--- src/rtl/trans_pkg.sv ---
// Shared definitions for the transaction scheduler and validator.
package trans_pkg;

    localparam int unsigned TRANS_W         = 128;
    localparam int unsigned BIT_BLOCK_START = 9;

    // Transaction layout: sender [127:80], receiver [79:32], amount [31:10], flags [9:0].
    // flags[9] is the block-start bit.
    typedef struct packed {
        logic [47:0] sender;
        logic [47:0] receiver;
        logic [21:0] amount;
        logic [9:0]  flags;
    } trans_t;

    typedef enum logic [2:0] {
        StIdle     = 3'd0,
        StArb      = 3'd1,
        StIssue    = 3'd2,
        StGuard    = 3'd3,
        StWaitIdle = 3'd4
    } sched_state_t;

endpackage

--- src/rtl/rr_arbiter.sv ---
// Combinational round-robin arbiter: first request at or above ptr_i, wrapping.
module rr_arbiter #(
    parameter int unsigned NREQ = 4
) (
    input  logic [NREQ-1:0]         req_i,
    input  logic [$clog2(NREQ)-1:0] ptr_i,
    output logic [NREQ-1:0]         gnt_o,
    output logic [$clog2(NREQ)-1:0] idx_o,
    output logic                    any_o
);

    int unsigned w_k;
    logic        w_found;

    // Scan requesters starting at the pointer; the first active one wins.
    always_comb begin
        gnt_o   = '0;
        idx_o   = '0;
        w_found = 1'b0;
        w_k     = 0;
        for (int unsigned i = 0; i < NREQ; i++) begin
            w_k = (32'(ptr_i) + i) % NREQ;
            if (!w_found && req_i[w_k[$clog2(NREQ)-1:0]]) begin
                w_found                         = 1'b1;
                gnt_o[w_k[$clog2(NREQ)-1:0]]    = 1'b1;
                idx_o                           = w_k[$clog2(NREQ)-1:0];
            end
        end
        any_o = w_found;
    end

endmodule

--- src/rtl/trans_scheduler.sv ---
// Round-robin front-end that feeds one transaction at a time to the validator
// and owns the block-start bit of every issued transaction.
module trans_scheduler
    import trans_pkg::*;
#(
    parameter int unsigned NREQ = 4,
    parameter int unsigned DW   = TRANS_W
) (
    input  logic                 clk,
    input  logic                 rst_n,
    input  logic [NREQ-1:0]      req_valid,
    input  logic [NREQ*DW-1:0]   req_data,
    output logic [NREQ-1:0]      req_ready,
    input  logic                 blk_start_i,
    input  logic                 val_idle_i,
    output logic [DW-1:0]        data_o,
    output logic                 valid_o,
    output logic [31:0]          txn_cnt_o,
    output logic                 blk_pend_o
);

    localparam int unsigned IW = $clog2(NREQ);

    sched_state_t  r_state;
    sched_state_t  w_state_next;
    logic [IW-1:0] r_rr_ptr;
    logic [DW-1:0] r_data;
    logic          r_valid;
    logic [31:0]   r_txn_cnt;
    logic          r_blk_pend;

    logic [NREQ-1:0] w_gnt;
    logic [IW-1:0]   w_gnt_idx;
    logic            w_any;
    logic            w_grant_en;
    logic [DW-1:0]   w_payload;
    logic [DW-1:0]   w_issue_data;

    rr_arbiter #(
        .NREQ (NREQ)
    ) u_arb (
        .req_i (req_valid),
        .ptr_i (r_rr_ptr),
        .gnt_o (w_gnt),
        .idx_o (w_gnt_idx),
        .any_o (w_any)
    );

    assign w_payload = req_data[32'(w_gnt_idx) * DW +: DW];

    // Next-state decode; a grant happens only in ARB with at least one request.
    always_comb begin
        w_state_next = r_state;
        w_grant_en   = 1'b0;
        unique case (r_state)
            StIdle:     if (val_idle_i) w_state_next = StArb;
            StArb: begin
                if (w_any) begin
                    w_grant_en   = 1'b1;
                    w_state_next = StIssue;
                end
            end
            StIssue:    w_state_next = StGuard;
            StGuard:    w_state_next = StWaitIdle;
            StWaitIdle: if (val_idle_i) w_state_next = StArb;
            default:    w_state_next = StIdle;
        endcase
    end

    // Issue data is registered at the grant edge, so bit 9 must already reflect a
    // block-start pulse arriving in the handshake cycle; a pulse during ISSUE is
    // left pending for the next transaction instead.
    always_comb begin
        w_issue_data                  = w_payload;
        w_issue_data[BIT_BLOCK_START] = r_blk_pend | blk_start_i;
    end

    // State, pointer, registered outputs and block-start flag.
    always_ff @(posedge clk or negedge rst_n) begin
        if (!rst_n) begin
            r_state    <= StIdle;
            r_rr_ptr   <= '0;
            r_data     <= '0;
            r_valid    <= 1'b0;
            r_txn_cnt  <= '0;
            r_blk_pend <= 1'b0;
        end else begin
            r_state <= w_state_next;
            r_valid <= w_grant_en;
            // Zero whenever not issuing: a stray bit 9 would reset the ledger.
            r_data  <= w_grant_en ? w_issue_data : '0;
            if (w_grant_en) begin
                r_rr_ptr <= (w_gnt_idx == IW'(NREQ - 1)) ? '0 : w_gnt_idx + IW'(1);
            end
            if (r_state == StIssue) begin
                r_txn_cnt <= r_txn_cnt + 32'd1;
            end
            if (blk_start_i) begin
                r_blk_pend <= 1'b1;
            end else if (r_state == StIssue) begin
                r_blk_pend <= 1'b0;
            end
        end
    end

    assign req_ready  = w_grant_en ? w_gnt : '0;
    assign data_o     = r_data;
    assign valid_o    = r_valid;
    assign txn_cnt_o  = r_txn_cnt;
    assign blk_pend_o = r_blk_pend;

endmodule
--- config.mk ---
export PLATFORM = sky130hd
export DESIGN_NAME = trans_scheduler
export DESIGN_NICKNAME = d
export VERILOG_FILES = /design/src/rtl/trans_pkg.sv /design/src/rtl/rr_arbiter.sv /design/src/rtl/trans_scheduler.sv
export SDC_FILE = /design/constraint.sdc
export NUM_CORES = 1
export LEC_CHECK = 0
export ABC_AREA = 0
export BUFFER_PORTS_ARGS = -buffer_cell sky130_fd_sc_hd__buf_4
export CAP_MARGIN = 20
export CORE_AREA = 2 2 269 271
export DETAILED_ROUTE_END_ITERATION = 6
export DIE_AREA = 0 0 271 273
export GPL_ROUTABILITY_DRIVEN = 0
export MAX_ROUTING_LAYER = met4
export PLACE_DENSITY = 0.32
export SKIP_CTS_REPAIR_TIMING = 1
export SYNTH_ARGS = -nofsm -noshare
export SYNTH_HDL_FRONTEND = slang
export SYNTH_SLANG_ARGS = --single-unit
--- constraint.sdc ---
create_clock -name clk -period 3.7 [get_ports clk]
set_input_delay 0.555 -clock clk [delete_from_list [all_inputs] [get_ports clk]]
set_output_delay 0.555 -clock clk [all_outputs]
set_load 0.1 [all_outputs]
==> results.md, run 1 <==
STA:
- After layout, the worst path uses 91.7% of the clock period.
- Setup violations remaining at the end of the flow were counted as 0.
- The final count of pins violating max slew is 0.
- The final critical-path required period is 3.39 ns.
- Based on the critical path, the design can be clocked at up to 295 MHz.
- In the final timing run, aggregate negative setup slack is 0 ns.
- The actual slew at the worst max-slew pin is 0.789 ns.
- Setup repair after global routing left no endpoint under its margin.
- The worst clock skew on the final layout is 0.0171 ns.
- The worst slack on hold paths is 0.138 ns.
- The hold violation total from the final report was 0.
- Headroom to the max-slew limit came out at 47.4%.

Setup path:
- Traced cell by cell, the critical path runs through inv_1 > ha_1 > mux4_2 > nor2b_1 > buf_4 > a22o_1 > mux2i_1 > a21oi_2 > buf_4.
- The sort of element at the end of the critical path is an output port.
- STA puts the critical path data required time at 3.14 ns.
- The worst setup path is launched from a flip-flop.
- The data arrival time of the worst path is 2.84 ns.
- Counting both buffers and inverters, the worst setup path holds a total of 3.
- The top fanout value on the critical path is 8.
- The type of the worst setup path is reg2out.
- Counting stages on the worst path, the most repeated cell is sky130_fd_sc_hd__buf_4.
- The largest delay contributor family on the critical path is multiplexers.
- The slowest stage of the critical path belongs to the cell sky130_fd_sc_hd__mux4_2.
- The delay of the slowest cell on the worst path is 0.55 ns.

Power and ir drop:
- Summed over all nets, the switching power comes to 11.6 mW.
- In this run switching power makes up 61.0% of total power.
- The power per cell area is 1090 nW/um^2.
- The share of power burned in registers is 14.8%.
- The part of the total power dissipated in the clock network is 10.3%.
- Of the total power, combinational logic draws 74.9%.
- The internal power of the cells totals 7.41 mW.
- In this run the static leakage power is 8.11 nW.
- The peak ir drop on the vdd network is 0.000801 V.

Drt:
- The total detailed-routing wirelength is 59.5 mm.
- The ratio of routed vias to standard cells is 4.31.
- The total via count after detailed routing is 11,022.
- For this run, design rule violations remaining after detail routing come to 0.
- The detailed-route wire length per cell is 23.3 um.
- The iteration-0 DRC count of the detailed router is 459.
- The detail route stage leaves a number of antenna-violating nets equal to 0.
- The number of detailed-route iterations in the first pass is 5.

Clock tree:
- The sink count of the clock tree is 167.
- Clock-pin slew was measured on the worst setup and hold paths at 0.09 ns.
- The clock reaches the later pin of the worst-skew pair after 0.50 ns.
- The number of CTS-inserted buffers is 17.
- The CTS tree is done.
- The CTS root buffer is sky130_fd_sc_hd__clkbuf_16.
- The number of levels the H-tree was split into is 4.
- The clock tree buffer depth is 2.

GRT:
- The first global-routing pass estimated 83.8 mm of wire.
- The number of antenna violations at the first check in global routing was 3.
- Global routing used 16.0% of the available tracks across all layers.
- The via count of the first global-routing pass is 11,885.
- Entering global routing, the biggest net connects 87 pins.
- The remaining global-route overflow is 0.

Finish:
- From synthesis to final layout, the design area changed by 66.7%.
- The final standard cell area without fillers is 17,500 um^2.
- The net count of the finished layout is 2,120.
- Leaving out filler cells and counting taps, the final layout contains 2,556.
- The number of inserted filler cells in the final layout is 7,744.
- Cells with a size suffix above 1 make up 51.4% of the layout.

Logic synthesis:
- Summing the areas of all and, or, nand and nor instances in the mapped netlist gives 4.01% of the synthesized area.
- A synthesized cell averages 11.0 um^2.
- After Yosys synthesis, XOR and XNOR cells account for 2.67% of the synthesized area.
- In the synthesized netlist the dominant register cell turns out to be sky130_fd_sc_hd__dfrtp_1.
- Counting flops and latches in the post-synthesis netlist gives 167.
- After synthesis, the largest family of logic cells by area is compound AO/OA/AOI/OAI gates.
- The net count after synthesis is 1,487.
- Of the post-synthesis cell area, the part taken by muxes is 13.8%.
- The post-synthesis compound-gate area fraction is 32.9%.
- The adder-cell share of the synthesized area is 1.07%.
- The cell area that synthesis handed to floorplanning was 10,500 um^2.
- The post-synthesis async set-or-reset flop share is 100%.
- Synthesis handed over a netlist of 958 instances.
- The register area share after synthesis is 39.8%.
- Yosys printed 0 warnings.
- The number of distinct standard cells referenced by the synthesized netlist is 48.
- The number of enable-type register cells in the synthesized netlist is 0.

Floorplanning:
- The initial utilization of the core area, before any placement, comes to 14.8%.
- The height of the chip is 273 um.
- The die outline width is 271 um.
- The core region is 71,000 um^2.
- The die footprint is 74,000 um^2.
- The number of placed I/O pins is 686.
- Row generation in the floorplan step produced 98 rows.

Placement:
- Once placement finished, the instance area stood at 16,900 um^2.
- Counting tap cells, the placed design contains a total of 2,520 instances.
- The detailed placer's ending HPWL is 44.8 mm.
- The number of buffers added on ports is 681.

Run:
- Across the run, the number of max-cap violations was 0.

Run status:
- The run finished with clean final reports.

Min path:
- In this run the worst hold path is classified as in2async.
==> cell families after synthesis <==
group           count (synthesis)
simple gates                   73
compound gates                412
xor+xnor                       32
buf+inv                       126
flops                         167
mux                           139
fa+ha+maj                       9
==> power by group through the flow <==
stage | clock, mW | combinational (mW) | sequential (mW)
3_3_place_gp | 0 | 14.5 | 2.87
4_1_cts | 2.08 | 14.4 | 2.83
6_report | 1.96 | 14.2 | 2.82
2_1_floorplan | 0 | 5.24 | 7.73
5_1_grt | 2.12 | 14.9 | 2.90
3_5_place_dp | 0 | 14.4 | 2.86
==> layout make-up <==
type                    count  area (um^2)  share of cell area [%]
diodes                      2         5.00                  0.0286
clock inverters            15          171                   0.980
well taps                 950         1190                    6.80
repair buffers            732         5710                    32.7
inverters                   8         30.0                   0.172
clock buffers              17          425                    2.43
flip-flops and latches    167         4180                    23.9
multi-input cells         665         5780                    33.0
==> synth_stat cells (all sizes together) (2+ instances only) <==
| library cell | instances | area (um^2) |
|---|---|---|
| a211oi | 129 | 1120 |
| a21oi | 6 | 30.0 |
| a221oi | 127 | 1170 |
| a22o | 4 | 35.0 |
| and2 | 2 | 12.5 |
| and3 | 5 | 31.3 |
| and4 | 5 | 43.8 |
| buf | 58 | 348 |
| clkbuf | 60 | 225 |
| dfrtp | 167 | 4180 |
| ha | 9 | 113 |
| inv | 8 | 30.0 |
| mux2 | 2 | 22.5 |
| mux2i | 133 | 1330 |
| mux4 | 4 | 90.1 |
| nand2 | 14 | 52.6 |
| nand3 | 12 | 60.1 |
| nand4 | 9 | 56.3 |
| nor2 | 11 | 48.8 |
| nor2b | 3 | 18.8 |
| nor3 | 3 | 15.0 |
| nor4b | 3 | 32.5 |
| o21a | 129 | 970 |
| o21ai | 9 | 60.1 |
| o21bai | 2 | 15.0 |
| xnor2 | 26 | 228 |
| xor2 | 6 | 52.6 |
==> flip-flops by register name, indices dropped and copies added (netlist names) <==
| name | cells |
|---|---|
| blk_pend_o | 1 |
| data_o | 128 |
| r_rr_ptr | 2 |
| r_state | 3 |
| txn_cnt_o | 32 |
| valid_o | 1 |
==> placed cells by master, fill, tap and decap left out, types with 10 or more instances in the layout <==
cell type / instances
sky130_fd_sc_hd__dfrtp_1: 167
sky130_fd_sc_hd__buf_12: 16
sky130_fd_sc_hd__a211oi_2: 30
sky130_fd_sc_hd__clkbuf_16: 17
sky130_fd_sc_hd__o21a_1: 128
sky130_fd_sc_hd__nand2_1: 13
sky130_fd_sc_hd__buf_4: 712
sky130_fd_sc_hd__mux2i_1: 133
sky130_fd_sc_hd__a221oi_2: 10
sky130_fd_sc_hd__xnor2_1: 26
sky130_fd_sc_hd__a211oi_1: 98
sky130_fd_sc_hd__nand3_1: 12
sky130_fd_sc_hd__a221oi_1: 117
==> worst register-to-register path, stage by stage (launching register included) <==
cell and delay (ns):
sky130_fd_sc_hd__dfrtp_1 0.35, sky130_fd_sc_hd__inv_1 0.10, sky130_fd_sc_hd__ha_1 0.41, sky130_fd_sc_hd__mux4_2 0.56, sky130_fd_sc_hd__nor2b_1 0.12, sky130_fd_sc_hd__buf_4 0.17
sky130_fd_sc_hd__o21a_2 0.17, sky130_fd_sc_hd__nor2_4 0.06, sky130_fd_sc_hd__buf_12 0.18, sky130_fd_sc_hd__a211oi_1 0.92, sky130_fd_sc_hd__buf_4 0.22
==> stage by stage <==
step                power [mW]  utilization (%)  setup slack (ns)
floorplan                 13.0                -            0.0146
global placement          17.3             23.8             0.370
detailed placement        17.3             23.8             0.410
CTS                       19.4             24.6            0.0280
global route              20.0             24.6            0.0803
finish                    19.0             24.6             0.306
==> per-layer routing <==
layer | vias up | global-route usage, % | wire [um]
li1 | 5080 | - | -
met3 | 51 | 4.71 | 4150
met4 | 0 | 5.02 | 1290
met2 | 447 | 27.4 | 30600
met5 | - | - | 0
met1 | 5444 | 17.9 | 23500
==> worst paths after layout <==
check,startpoint,endpoint,slack [ns],cells after the start
max,r_rr_ptr[0],req_ready[0],0.31,9
min,rst_n,data_o[118],0.14,1
max reg2reg,r_rr_ptr[0],data_o[57],0.38,10
min reg2reg,txn_cnt_o[31],txn_cnt_o[31],0.47,1
max in group asynchronous,rst_n,data_o[99],2.66,2
min in group clk,blk_start_i,blk_pend_o,0.30,2
(Power assumes the default switching activity.)
==> run 2, diff against run 1 <==
- ABC_AREA: 0 -> 1
- CORE_AREA: 2 2 269 271 -> 2 2 266 268
- DIE_AREA: 0 0 271 273 -> 0 0 268 270
- PLACE_DENSITY: 0.32 -> 0.37
==> results.md, run 2 <==
GRT:
- The pin count of the biggest net entering global routing is 145 (was 87).
- The remaining global-route overflow is 0 (unchanged).
- The wire length of the first global-routing pass is 94.0 mm (was 83.8 mm).
- The number of antenna violations at the first check in global routing was 17 (was 3).
- The via count of the first global-routing pass is 14,856 (was 11,885).
- The total track usage is 18.0% (was 16.0%).

STA:
- The achievable frequency is 295 MHz (about the same).
- Unrepaired setup endpoints after global routing: false (unchanged).
- The hold violation total from the final report came to 0 (unchanged).
- The number of setup violations in the final report is 0 (unchanged).
- The sum of negative setup slack is 0 ns (unchanged).
- The worst relative slew slack is 36.4% (was 47.4%).
- The final count of pins violating max slew is 0 (unchanged).
- The worst slack on hold paths is 0.00281 ns (was 0.138 ns).
- The worst clock skew on the final layout came to 0.00997 ns (was 0.0171 ns).
- The final critical-path required period is 3.39 ns (about the same).
- The actual slew at the worst max-slew pin is 0.954 ns (was 0.789 ns).
- The final clock period utilization by the worst path is 91.6% (was 91.7%).

Drt:
- The remaining antenna violation count is 0 (unchanged).
- The total via count after detailed routing is 14,724 (was 11,022).
- The number of detailed-route iterations in the first pass is 5 (unchanged).
- The iteration-0 DRC count of the detailed router is 770 (was 459).
- The detailed-route wire length per cell is 18.4 um (was 23.3 um).
- The DRC violation count after routing is 0 (unchanged).
- The ratio of routed vias to standard cells was 4.19 (was 4.31).
- The total detailed-routing wirelength came to 64.5 mm (was 59.5 mm).

Power and ir drop:
- The leakage power is 11.5 nW (was 8.11 nW).
- The final total power is 20.5 mW (was 19.0 mW).
- The peak ir drop on the vdd network is 0.00148 V (was 0.000801 V).
- The power per cell area is 1030 nW/um^2 (was 1090 nW/um^2).

Logic synthesis:
- The mean instance size in the synthesized netlist is 6.86 um^2 (was 11.0 um^2).
- The predominant post-synthesis flop cell is sky130_fd_sc_hd__dfrtp_1 (unchanged).
- The net count after synthesis was 2,476 (was 1,487).
- The most used standard cell by instance count after synthesis is sky130_fd_sc_hd__inv_1 (was sky130_fd_sc_hd__dfrtp_1).
- The number of instances in the synthesized netlist is 1,947 (was 958).
- The yosys synthesis warning count is 0 (unchanged).
- The post-synthesis async set-or-reset flop share is 100% (unchanged).
- The share of the synthesized area in the top cell type is 31.3% (was 39.8%).
- The number of synthesized register bits came to 167 (unchanged).
- The biggest area consumer among synthesized cells is sky130_fd_sc_hd__dfrtp_1 (unchanged).
- Synth top cells by count: sky130_fd_sc_hd__inv_1 (545), sky130_fd_sc_hd__nand3_1 (443), sky130_fd_sc_hd__nand2_1 (324) (was sky130_fd_sc_hd__dfrtp_1 (167), sky130_fd_sc_hd__mux2i_1 (133), sky130_fd_sc_hd__o21a_1 (128)).
- The number of distinct standard cells referenced by the synthesized netlist is 34 (was 48).
- The mapped cell area is 13,400 um^2 (was 10,500 um^2).
- Top area cells in the synthesized netlist: sky130_fd_sc_hd__dfrtp_1 (31%), sky130_fd_sc_hd__nand3_1 (17%), sky130_fd_sc_hd__inv_1 (15%), sky130_fd_sc_hd__nand2_1 (9.1%), sky130_fd_sc_hd__nand3_2 (7.9%) (was sky130_fd_sc_hd__dfrtp_1 (40%), sky130_fd_sc_hd__mux2i_1 (13%), sky130_fd_sc_hd__a221oi_1 (9.8%), sky130_fd_sc_hd__o21a_1 (9.2%), sky130_fd_sc_hd__a211oi_1 (7.1%)).
- The number of enable-type register cells in the synthesized netlist is 0 (unchanged).
- The register area share after synthesis is 31.3% (was 39.8%).

Setup path:
- The data arrival time of the worst path is 2.84 ns (about the same).
- The reg-to-reg endpoint is data_o[79] (was data_o[57]).
- The top fanout value on the critical path was 9 (was 8).
- The kind of launch point of the worst setup path was a flip-flop (unchanged).
- The register-to-register setup slack came to 0.55 ns (was 0.38 ns).
- The sort of element at the end of the critical path is an output port (unchanged).
- The type of the worst setup path is reg2out (unchanged).
- The number of cells on the worst reg-to-reg path is 13 (was 10).
- The startpoint of the most critical register-to-register path is r_rr_ptr[1] (was r_rr_ptr[0]).
- The data required time at the worst endpoint is 3.14 ns (about the same).

Placement:
- The detailed placer's ending HPWL is 48.2 mm (was 44.8 mm).
- The number of buffers added on ports was 681 (unchanged).
- The number of cells after detailed placement is 3,463 (was 2,520).

Finish:
- Leading cell types in the layout, fill and taps excluded: sky130_fd_sc_hd__buf_4 (688), sky130_fd_sc_hd__inv_1 (545), sky130_fd_sc_hd__nand3_1 (442) (was sky130_fd_sc_hd__buf_4 (712), sky130_fd_sc_hd__dfrtp_1 (167), sky130_fd_sc_hd__mux2i_1 (133)).
- The number of inserted filler cells in the final layout was 7,849 (was 7,744).
- The post-layout utilization of the core is 28.5% (was 24.6%).
- The final cell count without fillers is 3,512 (was 2,556).
- The number of flip-flops under the largest register name is 128 (unchanged).
- The proportion of layout cells with a drive suffix above 1 is 37.6% (was 51.4%).
- The area growth from synthesis to final layout came to 48.5% (was 66.7%).
- The most common cell after layout, fill and taps aside is sky130_fd_sc_hd__buf_4 (unchanged).
- The final layout net count was 3,071 (was 2,120).

Clock tree:
- The clock-pin slew of the registers on the worst-case setup and hold paths was 0.07 ns (was 0.09 ns).
- The insertion delay of the later-clocked pin in the worst-skew pair is 0.49 ns (was 0.50 ns).
- The number of levels the H-tree was split into came to 4 (unchanged).
- The number of CTS-inserted buffers is 17 (unchanged).
- The CTS tree was done (unchanged).
- The clock tree buffer depth is 2 (unchanged).
- The sink count of the clock tree was 167 (unchanged).
- The CTS root buffer is sky130_fd_sc_hd__clkbuf_16 (unchanged).

Floorplanning:
- The die outline width is 268 um (was 271 um).
- The starting density of the core is 19.2% (was 14.8%).
- The placeable core region is 69,500 um^2 (was 71,000 um^2).
- The cell row count is 97 (was 98).
- The number of placed I/O pins is 686 (unchanged).
- The height of the chip is 270 um (was 273 um).
- The die footprint is 72,400 um^2 (was 74,000 um^2).

Min path:
- The class of the tightest hold or removal check is in2async (unchanged).

Run:
- The number of maximum-capacitance constraint violations came to 0 (unchanged).

Run status:
- Result of the run: complete, no violations (unchanged).
[run 2: routing by layer]
metal / track usage [%] / vias to the layer above / wire length (um) / share of wire (%)
met2: 30.2 / 466 / 32500 / 50
met1: 19.6 / 7063 / 25100 / 39
met3: 5.59 / 67 / 5120 / 7.9
li1: - / 7128 / - / -
met4: 7.29 / 0 / 1760 / 2.7
met5: - / - / 0 / 0
[run 2: cell type report]
cell class / count / area (um^2) / area share [%]
antenna: 17 / 42.5 / 0.214
clock buffer: 21 / 460 / 2.32
clock inverter: 11 / 115 / 0.580
inverter: 548 / 2060 / 10.4
multi-input combinational: 1104 / 6330 / 31.9
sequential: 167 / 4180 / 21.1
tap: 940 / 1180 / 5.93
timing repair buffer: 704 / 5480 / 27.6
[run 2: cells by family after synthesis]
logic type / share of synthesized area (%)
adder cells (fa/ha/maj): 0.843
AND/OR/NAND/NOR: 36.0
XOR/XNOR: 2.03
flip-flops: 31.3
buffers and inverters: 21.7
AO/OA/AOI/OAI: 8.19
[run 2: power breakdown]
part	switching (mW)	leakage, nW	internal (mW)
combinational	11.6	9.02	4.51
clock	0.931	0.269	0.976
sequential	0.184	2.24	2.30
[run 2: worst max-delay path by stage]
stage	to	slack [ns]	from	depth (start not counted)
final	req_ready[2]	0.31	r_rr_ptr[1]	11
after global routing	req_ready[0]	0.06	r_rr_ptr[1]	11
after CTS	req_ready[0]	0.1	r_rr_ptr[1]	11
after detailed placement	data_o[33]	0.39	r_rr_ptr[1]	13
after global placement	data_o[33]	0.42	r_rr_ptr[1]	13
after floorplan	req_ready[1]	0.58	r_rr_ptr[0]	11
[run 2: per-stage QoR]
stage               worst slack, ns  area (um^2)
floorplan                     0.577        13400
global placement              0.419        19200
detailed placement            0.386        19200
CTS                          0.0970        19800
global route                 0.0641        19800
finish                        0.310        19800
[run 2: critical path, cell delays in order, from the launching register on]
cell and delay, ns:
sky130_fd_sc_hd__dfrtp_2 0.48, sky130_fd_sc_hd__inv_2 0.18, sky130_fd_sc_hd__ha_1 0.33, sky130_fd_sc_hd__inv_1 0.15, sky130_fd_sc_hd__nand3_1 0.11, sky130_fd_sc_hd__nand2_2 0.16, sky130_fd_sc_hd__nand3b_4 0.25, sky130_fd_sc_hd__nand2_4 0.09
sky130_fd_sc_hd__inv_1 0.15, sky130_fd_sc_hd__nand2_1 0.07, sky130_fd_sc_hd__inv_1 0.07, sky130_fd_sc_hd__buf_4 0.30
==> run 3, diff against run 2 <==
- RECOVER_POWER: not set -> 50
==> results.md, run 3 (synthesized netlist as in run 2, its figures left out) <==
STA:
- The worst relative slew slack is -100% (was 36.4%).
- The final count of pins violating max slew came to 38 (was 0).
- The final critical-path required period was 3.39 ns (about the same).
- The hold violation total from the final report is 0 (unchanged).
- The final clock period utilization by the worst path is 91.5% (was 91.6%).
- The achievable frequency is 295 MHz (about the same).
- The number of setup violations in the final report is 0 (unchanged).
- The worst clock skew on the final layout is 0.00990 ns (was 0.00997 ns).
- The sum of negative setup slack is 0 ns (unchanged).
- The actual slew at the worst max-slew pin was 3.00 ns (was 0.954 ns).
- Unrepaired setup endpoints after global routing: false (unchanged).

Setup path:
- The number of cells on the worst reg-to-reg path is 13 (unchanged).
- The top fanout value on the critical path was 9 (unchanged).
- The register-to-register setup slack is 0.56 ns (was 0.55 ns).
- The sort of element at the end of the critical path is an output port (unchanged).
- The reg-to-reg endpoint is data_o[79] (unchanged).
- Cell-by-cell listing of the critical path: inv_2 > ha_1 > inv_1 > nand3_1 > nand2_2 > nand3b_4 > nand2_4 > inv_1 > nand2_1 > inv_1 > buf_4 (unchanged).
- The delay of the slowest cell on the worst path was 0.48 ns (about the same).
- The largest delay contributor family on the critical path was buffers and inverters (unchanged).
- The critical path depth in cells was 11 (unchanged).
- The destination of the critical timing path is req_ready[2] (unchanged).
- The data required time at the worst endpoint is 3.14 ns (about the same).
- The buffers plus inverters on the worst setup path is 5 (unchanged).
- The critical path's most frequent cell is sky130_fd_sc_hd__inv_1 (unchanged).
- The data arrival time of the worst path is 2.83 ns (was 2.84 ns).
- The startpoint of the most critical register-to-register path is r_rr_ptr[1] (unchanged).
- The launching element of the worst setup path is r_rr_ptr[1] (unchanged).
- The kind of launch point of the worst setup path is a flip-flop (unchanged).
- The standard cell with the maximum stage delay on the critical path is sky130_fd_sc_hd__dfrtp_2 (unchanged).
- The type of the worst setup path is reg2out (unchanged).

Drt:
- The DRC violation count after routing is 0 (unchanged).
- The number of detailed-route iterations in the first pass was 5 (unchanged).
- The detailed-route wire length per cell was 18.4 um (about the same).
- The iteration-0 DRC count of the detailed router came to 791 (was 770).
- The total via count after detailed routing is 14,783 (was 14,724).
- The ratio of routed vias to standard cells was 4.21 (was 4.19).
- The remaining antenna violation count was 0 (unchanged).
- The total detailed-routing wirelength is 64.6 mm (was 64.5 mm).

Floorplanning:
- The die footprint is 72,400 um^2 (unchanged).
- The height of the chip is 270 um (unchanged).
- The starting density of the core is 19.2% (unchanged).
- The placeable core region came to 69,500 um^2 (unchanged).
- The number of placed I/O pins is 686 (unchanged).
- The die outline width is 268 um (unchanged).
- The cell row count is 97 (unchanged).

GRT:
- The remaining global-route overflow is 0 (unchanged).
- The via count of the first global-routing pass was 14,856 (unchanged).
- The pin count of the biggest net entering global routing is 145 (unchanged).
- The total track usage came to 18.0% (unchanged).
- The number of antenna violations at the first check in global routing was 17 (unchanged).
- The wire length of the first global-routing pass was 94.0 mm (unchanged).

Power and ir drop:
- The peak ir drop on the vdd network is 0.00149 V (was 0.00148 V).
- The switching power was 12.7 mW (about the same).
- The share of power burned in combinational logic is 78.4% (was 78.5%).
- The cell-internal power is 7.62 mW (was 7.79 mW).
- The final total power came to 20.3 mW (was 20.5 mW).
- The net switching fraction of the power came to 62.5% (was 62.0%).
- The share of power burned in registers is 12.2% (was 12.1%).
- The part of the total power dissipated in the clock network is 9.4% (was 9.3%).
- The leakage power came to 11.2 nW (was 11.5 nW).
- The power per cell area is 1040 nW/um^2 (was 1030 nW/um^2).

Finish:
- Leading cell types in the layout, fill and taps excluded: sky130_fd_sc_hd__buf_4 (616), sky130_fd_sc_hd__inv_1 (545), sky130_fd_sc_hd__nand3_1 (443) (was sky130_fd_sc_hd__buf_4 (688), sky130_fd_sc_hd__inv_1 (545), sky130_fd_sc_hd__nand3_1 (442)).
- The most common cell after layout, fill and taps aside is sky130_fd_sc_hd__buf_4 (unchanged).
- The final layout net count is 3,071 (unchanged).
- The number of flip-flops under the largest register name came to 128 (unchanged).
- The area growth from synthesis to final layout is 46.4% (was 48.5%).
- The proportion of layout cells with a drive suffix above 1 is 34.7% (was 37.6%).
- The post-layout utilization of the core is 28.1% (was 28.5%).

Clock tree:
- The number of CTS-inserted buffers is 17 (unchanged).
- The clock-pin slew of the registers on the worst-case setup and hold paths is 0.07 ns (about the same).
- The CTS tree is done (unchanged).
- The number of levels the H-tree was split into came to 4 (unchanged).
- The clock tree buffer depth came to 2 (unchanged).
- The CTS root buffer was sky130_fd_sc_hd__clkbuf_16 (unchanged).
- The sink count of the clock tree is 167 (unchanged).
- The insertion delay of the later-clocked pin in the worst-skew pair is 0.49 ns (about the same).

Placement:
- The detailed placer's ending HPWL is 48.2 mm (unchanged).
- The number of buffers added on ports came to 681 (unchanged).

Run status:
- The checks that failed: max-capacitance violations, max-slew violations.
- Result of the run: finished, violations left (was complete, no violations).

Min path:
- Along the worst hold path, the cell count comes to 3.
- The class of the tightest hold or removal check is in2reg (was in2async).

Run:
- The number of maximum-capacitance constraint violations is 1 (was 0).
[run 3: changes by cell type in the layout (fill, tap and decap cells not counted), sizes merged]
cell and change:
clkbuf +72, buf -72
[run 3: worst min path at each step]
stage | start | endpoint | slack, ns
final | blk_start_i | blk_pend_o | 0.29
after detailed placement | txn_cnt_o[31] | txn_cnt_o[31] | 0.47
after floorplan | rst_n | blk_pend_o | 0.26
after global placement | txn_cnt_o[31] | txn_cnt_o[31] | 0.47
after global routing | blk_start_i | blk_pend_o | 0.25
after CTS | rst_n | valid_o | -0.02
[run 3: routing by layer]
metal | GRT usage, % | wire, um | vias to the layer above
li1 | - | - | 7130
met1 | 19.6 | 25200 | 7090
met2 | 30.2 | 32300 | 484
met3 | 5.59 | 5090 | 79
met4 | 7.29 | 1960 | 0
met5 | - | 0 | -
[run 3: cell type report]
cell class | instances | area, um^2
sequential | 167 | 4180
timing repair buffer | 704 | 5200
clock buffer | 21 | 460
tap | 940 | 1180
clock inverter | 11 | 115
inverter | 548 | 2060
fill | 7910 | 50000
multi-input combinational | 1104 | 6320
antenna | 17 | 42.5
[run 3: power by group through the flow]
stage | sequential (mW) | combinational [mW] | clock (mW)
6_report | 2.48 | 15.9 | 1.91
5_1_grt | 2.53 | 17.4 | 2.05
4_1_cts | 2.49 | 16.4 | 2.01
3_5_place_dp | 2.52 | 16.4 | 0
3_3_place_gp | 2.52 | 16.3 | 0
2_1_floorplan | 5.13 | 10.2 | 0
[run 3: stage by stage]
stage / worst slack, ns / cell area (um^2) / hold slack (ns) / std cells
floorplan: 0.577 / 13400 / 0.259 / 1947
global placement: 0.419 / 19200 / 0.471 / 3463
detailed placement: 0.386 / 19200 / 0.466 / 3463
CTS: 0.0970 / 19800 / -0.0222 / 3495
global route: 0.0641 / 19600 / 0.248 / 3512
finish: 0.315 / 19600 / 0.289 / 3512
[run 3: tightest hold or removal path, stage by stage]
cell                      delay, ns
sky130_fd_sc_hd__buf_4         0.08
sky130_fd_sc_hd__inv_1         0.04
sky130_fd_sc_hd__o21ai_0       0.06
